`src/rtl/mem_bus_arbiter.sv`:
```
// Shares one 32-bit memory bus between instruction fetch and MEM-stage data accesses.
// Data accesses win ties; each returned word is held until its pipeline stage is released.
module mem_bus_arbiter #(
    parameter int TIMEOUT_CYC = 15
) (
    input  logic        clk,
    input  logic        rst,
    input  logic [5:0]  stall,
    input  logic        flush,
    input  logic        if_ce_i,
    input  logic [31:0] if_addr_i,
    output logic [31:0] if_data_o,
    output logic        if_stallreq_o,
    input  logic        mem_ce_i,
    input  logic        mem_we_i,
    input  logic [3:0]  mem_sel_i,
    input  logic [31:0] mem_addr_i,
    input  logic [31:0] mem_data_i,
    output logic [31:0] mem_data_o,
    output logic        mem_stallreq_o,
    output logic        bus_cyc_o,
    output logic        bus_we_o,
    output logic [3:0]  bus_sel_o,
    output logic [31:0] bus_addr_o,
    output logic [31:0] bus_data_o,
    input  logic [31:0] bus_data_i,
    input  logic        bus_ack_i,
    output logic        bus_err_o
);

    localparam int CW = ($clog2(TIMEOUT_CYC + 1) > 4) ? $clog2(TIMEOUT_CYC + 1) : 4;

    typedef enum logic [2:0] {IDLE, BUSY_IF, BUSY_MEM, HOLD_IF, HOLD_MEM, DISCARD} state_t;

    state_t        state_reg, state_next;
    logic [CW-1:0] wait_reg, wait_next, wait_inc;
    logic          cyc_reg, cyc_next;
    logic          we_reg, we_next;
    logic [3:0]    sel_reg, sel_next;
    logic [31:0]   addr_reg, addr_next;
    logic [31:0]   wdata_reg, wdata_next;
    logic [31:0]   if_hold_reg, if_hold_next;
    logic [31:0]   mem_hold_reg, mem_hold_next;
    logic          busy, timeout, done;
    logic [31:0]   rdata;
    logic          unused_stall_bits;

    assign unused_stall_bits = ^{stall[5], stall[3:2], stall[0]};

    // A timeout is handled exactly like an ack that returned zero.
    assign busy     = (state_reg == BUSY_IF) || (state_reg == BUSY_MEM) || (state_reg == DISCARD);
    assign timeout  = busy && !bus_ack_i && (wait_reg == CW'(TIMEOUT_CYC));
    assign done     = busy && (bus_ack_i || timeout);
    assign rdata    = bus_ack_i ? bus_data_i : 32'h0;
    assign wait_inc = (wait_reg == '1) ? wait_reg : wait_reg + CW'(1);

    always_comb begin
        state_next    = state_reg;
        wait_next     = wait_reg;
        cyc_next      = cyc_reg;
        we_next       = we_reg;
        sel_next      = sel_reg;
        addr_next     = addr_reg;
        wdata_next    = wdata_reg;
        if_hold_next  = if_hold_reg;
        mem_hold_next = mem_hold_reg;
        case (state_reg)
            IDLE: begin
                if (!flush && mem_ce_i) begin
                    cyc_next   = 1'b1;
                    we_next    = mem_we_i;
                    sel_next   = mem_sel_i;
                    addr_next  = mem_addr_i;
                    wdata_next = mem_data_i;
                    wait_next  = '0;
                    state_next = BUSY_MEM;
                end else if (!flush && if_ce_i) begin
                    cyc_next   = 1'b1;
                    we_next    = 1'b0;
                    sel_next   = 4'hF;
                    addr_next  = if_addr_i;
                    wdata_next = 32'h0;
                    wait_next  = '0;
                    state_next = BUSY_IF;
                end
            end
            BUSY_IF, BUSY_MEM: begin
                if (done) begin
                    cyc_next   = 1'b0;
                    we_next    = 1'b0;
                    sel_next   = 4'h0;
                    state_next = IDLE;
                    // A flush landing on the ack cycle drops the word just like DISCARD would.
                    if (!flush) begin
                        if (state_reg == BUSY_IF) begin
                            if_hold_next = rdata;
                            if (stall[1]) state_next = HOLD_IF;
                        end else begin
                            mem_hold_next = rdata;
                            if (stall[4]) state_next = HOLD_MEM;
                        end
                    end
                end else begin
                    wait_next = wait_inc;
                    if (flush) state_next = DISCARD;
                end
            end
            DISCARD: begin
                if (done) begin
                    cyc_next   = 1'b0;
                    we_next    = 1'b0;
                    sel_next   = 4'h0;
                    state_next = IDLE;
                end else begin
                    wait_next = wait_inc;
                end
            end
            HOLD_IF:  if (flush || !stall[1]) state_next = IDLE;
            HOLD_MEM: if (flush || !stall[4]) state_next = IDLE;
            default:  state_next = IDLE;
        endcase
    end

    always_ff @(posedge clk) begin
        if (rst) begin
            state_reg    <= IDLE;
            wait_reg     <= '0;
            cyc_reg      <= 1'b0;
            we_reg       <= 1'b0;
            sel_reg      <= 4'h0;
            addr_reg     <= 32'h0;
            wdata_reg    <= 32'h0;
            if_hold_reg  <= 32'h0;
            mem_hold_reg <= 32'h0;
        end else begin
            state_reg    <= state_next;
            wait_reg     <= wait_next;
            cyc_reg      <= cyc_next;
            we_reg       <= we_next;
            sel_reg      <= sel_next;
            addr_reg     <= addr_next;
            wdata_reg    <= wdata_next;
            if_hold_reg  <= if_hold_next;
            mem_hold_reg <= mem_hold_next;
        end
    end

    assign bus_cyc_o  = cyc_reg;
    assign bus_we_o   = we_reg;
    assign bus_sel_o  = sel_reg;
    assign bus_addr_o = addr_reg;
    assign bus_data_o = wdata_reg;
    assign bus_err_o  = !rst && timeout;

    assign if_data_o  = (state_reg == BUSY_IF && done) ? rdata :
                        (state_reg == HOLD_IF)         ? if_hold_reg : 32'h0;
    assign mem_data_o = (state_reg == BUSY_MEM && done) ? rdata :
                        (state_reg == HOLD_MEM)         ? mem_hold_reg : 32'h0;

    assign if_stallreq_o  = !rst && if_ce_i && (state_reg != HOLD_IF)
                            && !(state_reg == BUSY_IF && done);
    assign mem_stallreq_o = !rst && mem_ce_i && (state_reg != HOLD_MEM)
                            && !(state_reg == BUSY_MEM && done);

endmodule

```
`config.mk`:
```
export PLATFORM = sky130hd
export DESIGN_NAME = mem_bus_arbiter
export DESIGN_NICKNAME = d
export VERILOG_FILES = /design/src/rtl/mem_bus_arbiter.sv
export SDC_FILE = /design/constraint.sdc
export NUM_CORES = 1
export LEC_CHECK = 0
export CAP_MARGIN = 0
export CORE_UTILIZATION = 42
export DETAILED_ROUTE_END_ITERATION = 7
export PLACE_DENSITY_LB_ADDON = 0.15
export SETUP_SLACK_MARGIN = 0.3
export SLEW_MARGIN = 20
export SYNTH_ARGS = -nofsm -noshare
export SYNTH_HDL_FRONTEND = slang
export SYNTH_SLANG_ARGS = --single-unit
```
`constraint.sdc`:
```
create_clock -name clk -period 2 [get_ports clk]
set_input_delay 0.4 -clock clk [delete_from_list [all_inputs] [get_ports clk]]
set_output_delay 0.4 -clock clk [all_outputs]
set_load 0.01 [all_outputs]
```
==> impl_metrics.yaml <==
logic_synthesis:
  yosysSeqAreaShare_pct: 45.7
  yosys.area.top_type_share_pct: 45.7
  syn_inst: 728
  syn-num-nets: 874
  synth_cell_types: 36
  synth_area_per_cell_sq_um: 8.48
  ys_warn_count: 0
  synthTopCellsByArea: "dfxtp_1 (46%), a32o_1 (11%), nand2_1 (8.1%), nand3_1 (6.2%), a21oi_1 (6.1%)"
  ys_seq_elements: 141
  syn_area_sq_mm: 0.00617
  synth.largest_area_cell: "dfxtp_1"
grt:
  grt_util_met3_pct: 10.2
  grt.met1_usage_pct: 38.7
  grt_max_degree: 43
  grt.total_usage_pct: 36.5
  grt_pass1_vias: 7840
  use_met2_pct: 65.4
  antenna_found_initial: 2
  grt_remaining_overflow: 0
  grt_pass1_wl_microns: 41700
  gr-max-usage-layer: "met2"
critical_path:
  end_kind: "register"
  cpMaxStageDelayCell: "a311oi_2"
  cpLargestDelayFamily: "buffers and inverters"
  critPathBufInv: 7
  critPathLaunchType: "register"
  arrival_ns: 2.62
  slowest_delay_ns: 0.38
  critPathMaxFanout: 8
  path_cells: "buf_6 > buf_6 > buf_6 > buf_6 > or2_4 > nor4_4 > buf_6 > buf_12 > buf_16 > nor2_4 > a311oi_2"
  critical_path_required_ns: 2.30
  criticalPathCategory: "reg -> reg"
  crit_path_frequent_cell: "buf_6"
detailed_routing:
  totalWireLength_microns: 34500
  vias_per_cell: 6.53
  dr_total_vias: 8500
  drtAntennaViolNets: 0
  drc_errors: 0
  wl_per_cell_microns: 26.5
  first_pass_iters: 8
  drtIter0Drc: 899
clock_network:
  cts_sinks: 141
  cts-root-buf: "clkbuf_16"
  h-tree-depth: 4
  insertion_delay_ns: 0.44
  cts_buffers: 17
  cts_tree: "done"
  clock_path_buffers: 2
  clkSlewWorstSetupHoldPaths_ns: 0.06
floorplanning:
  pin_count: 282
  core_sq_mm: 0.0141
  num_rows: 43
  die_y_microns: 123
  dieArea_sq_mm: 0.0152
  start_util_pct: 43.8
  fp.dieW_microns: 123
run_status:
  violations: "setup timing"
  status: "finished, violations left"
sta:
  fin_skew_ns: 0.0174
  fin_ws_ns: -0.311
  min_period_ns: 2.31
  worstMarginPinSlew_ns: 0.618
  rsz0062_at_grt: "true"
  min_period_over_period_pct: 116
  drv_slew: 0
  setup_viol: 149
  relSlewSlack_pct: 58.8
  hold_violations: 0
  fmaxAchievable_ghz: 0.433
finish:
  fin_util_pct: 88.6
  multi_input_area_sq_mm: 0.00385
  drive_above_1_share_pct: 38.3
  n_fill_cell: 546
  regArea_sq_mm: 0.00283
  nets: 1253
  area_delta_synth_final_pct: 102
worst_hold_path:
  hold_class: "reg -> reg"
job:
  maxCapViolations: 0
placed_design:
  dp_slack_ns: -0.267
  gp_congestion: 0.857
  place.port_buffers: 277
  dp_hpwl_microns: 15200
power_and_ir_drop:
  peakVddDrop_uv: 792
  p_per_area_mw_per_mm2: 993
  power.leakage_uw: 0.00587
[metal layers]
layer	share of wire [%]	up-vias	wire length (microns)
met3	10	223	3510
met5	0	-	0
met1	33	4072	11300
li1	-	3485	-
met2	49	720	17000
met4	7.7	0	2670
[placed cells by master (no fill, tap or decap), drive strengths merged, types with 32 or more instances in the layout]
cell             n
buf            226
dfxtp          141
a32o            65
clkdlybuf4s50  138
nand3           76
a311oi          32
a22o            32
a21oi           75
clkbuf          32
dlymetal6s2s    67
nor2            37
nand2          133
[path summary, 6_finish.rpt]
check	slack, ns	start	to	depth (start not counted)
worst min-delay path	0.45	if_hold_reg[14]	if_hold_reg[14]	2
worst min register to register	0.45	if_hold_reg[14]	if_hold_reg[14]	2
worst max register to register	-0.31	state_reg[1]	bus_addr_o[31]	11
worst max-delay path	-0.31	state_reg[1]	bus_addr_o[31]	11
[logic make-up (layout without fill, tap and decap cells)]
family | Yosys count | in the layout | synth area share [%]
compound gates | 226 | 226 | 28.1
fa+ha+maj | 1 | 1 | 0.203
buf+inv | 86 | 477 | 5.61
flops | 141 | 141 | 45.7
mux | 4 | 4 | 0.649
other cells | 0 | 2 | 0
simple gates | 270 | 270 | 19.7
[synth_stat cells]
library cell and count:
dfxtp_1 141, nand2_1 133, nand3_1 76, a21oi_1 75, a32o_1 65, clkbuf_1 62, nor2_1 37, a22o_1 32
a311oi_1 32, buf_2 19, o21ai_0 11, nand2b_1 8, inv_1 5, mux2i_1 4, a2111oi_0 3, nor3b_2 3
nor3_1 2, o2111ai_1 2, a22oi_1 1, a31o_2 1, a31oi_1 1, and3_1 1, and3b_1 1, ha_1 1
nor2b_1 1, nor3_2 1, nor4_2 1, nor4_4 1, nor4b_1 1, o21ai_1 1, o221ai_1 1, o41a_1 1
or2_1 1, or3_1 1, or3b_1 1, or4_1 1
[metrics by stage]
stage	instance area [sq um]	hold slack (ns)	cells	setup TNS, ns	total power (uW)
after floorplan	6240	0.436	728	0	4820
after global placement	9780	0.442	1192	-9.42	6580
after detailed placement	9780	0.446	1192	-12.00	6670
after CTS	11500	0.453	1278	-10.75	11500
after global routing	12500	0.459	1301	-28.99	12700
final	12500	0.455	1301	-23.34	12400
[layout make-up]
class / count / share of cell area (%)
Antenna cell: 2 / 0.0401
Clock buffer: 25 / 4.13
Clock inverter: 6 / 0.841
Inverter: 5 / 0.150
Multi-Input combinational cell: 501 / 30.8
Sequential cell: 141 / 22.7
Tap cell: 180 / 1.80
Timing Repair Buffer: 441 / 39.5
[worst min-delay path: stages, from the launching register on]
cell	delay (ns)
dfxtp_1	0.31
nand2_1	0.05
a21oi_1	0.05
[what timing repair did]
item | in CTS | in global routing
gates cloned | 21 | 9
endpoints found under the setup margin | 255 | 275
hold endpoints to repair | 0 | 0
pin swaps | 111 | 51
hold buffers | 0 | 0
resized for setup | 441 | 184
setup buffers | 34 | 12
[where the power goes]
group / switching [uW] / internal (uW) / leakage (uW)
clock: 1260 / 2150 / 0.000309
combinational: 2610 / 2990 / 0.00441
sequential: 272 / 3130 / 0.00115
total: 4140 / 8270 / 0.00587
Power figures use the tool's default switching activity.
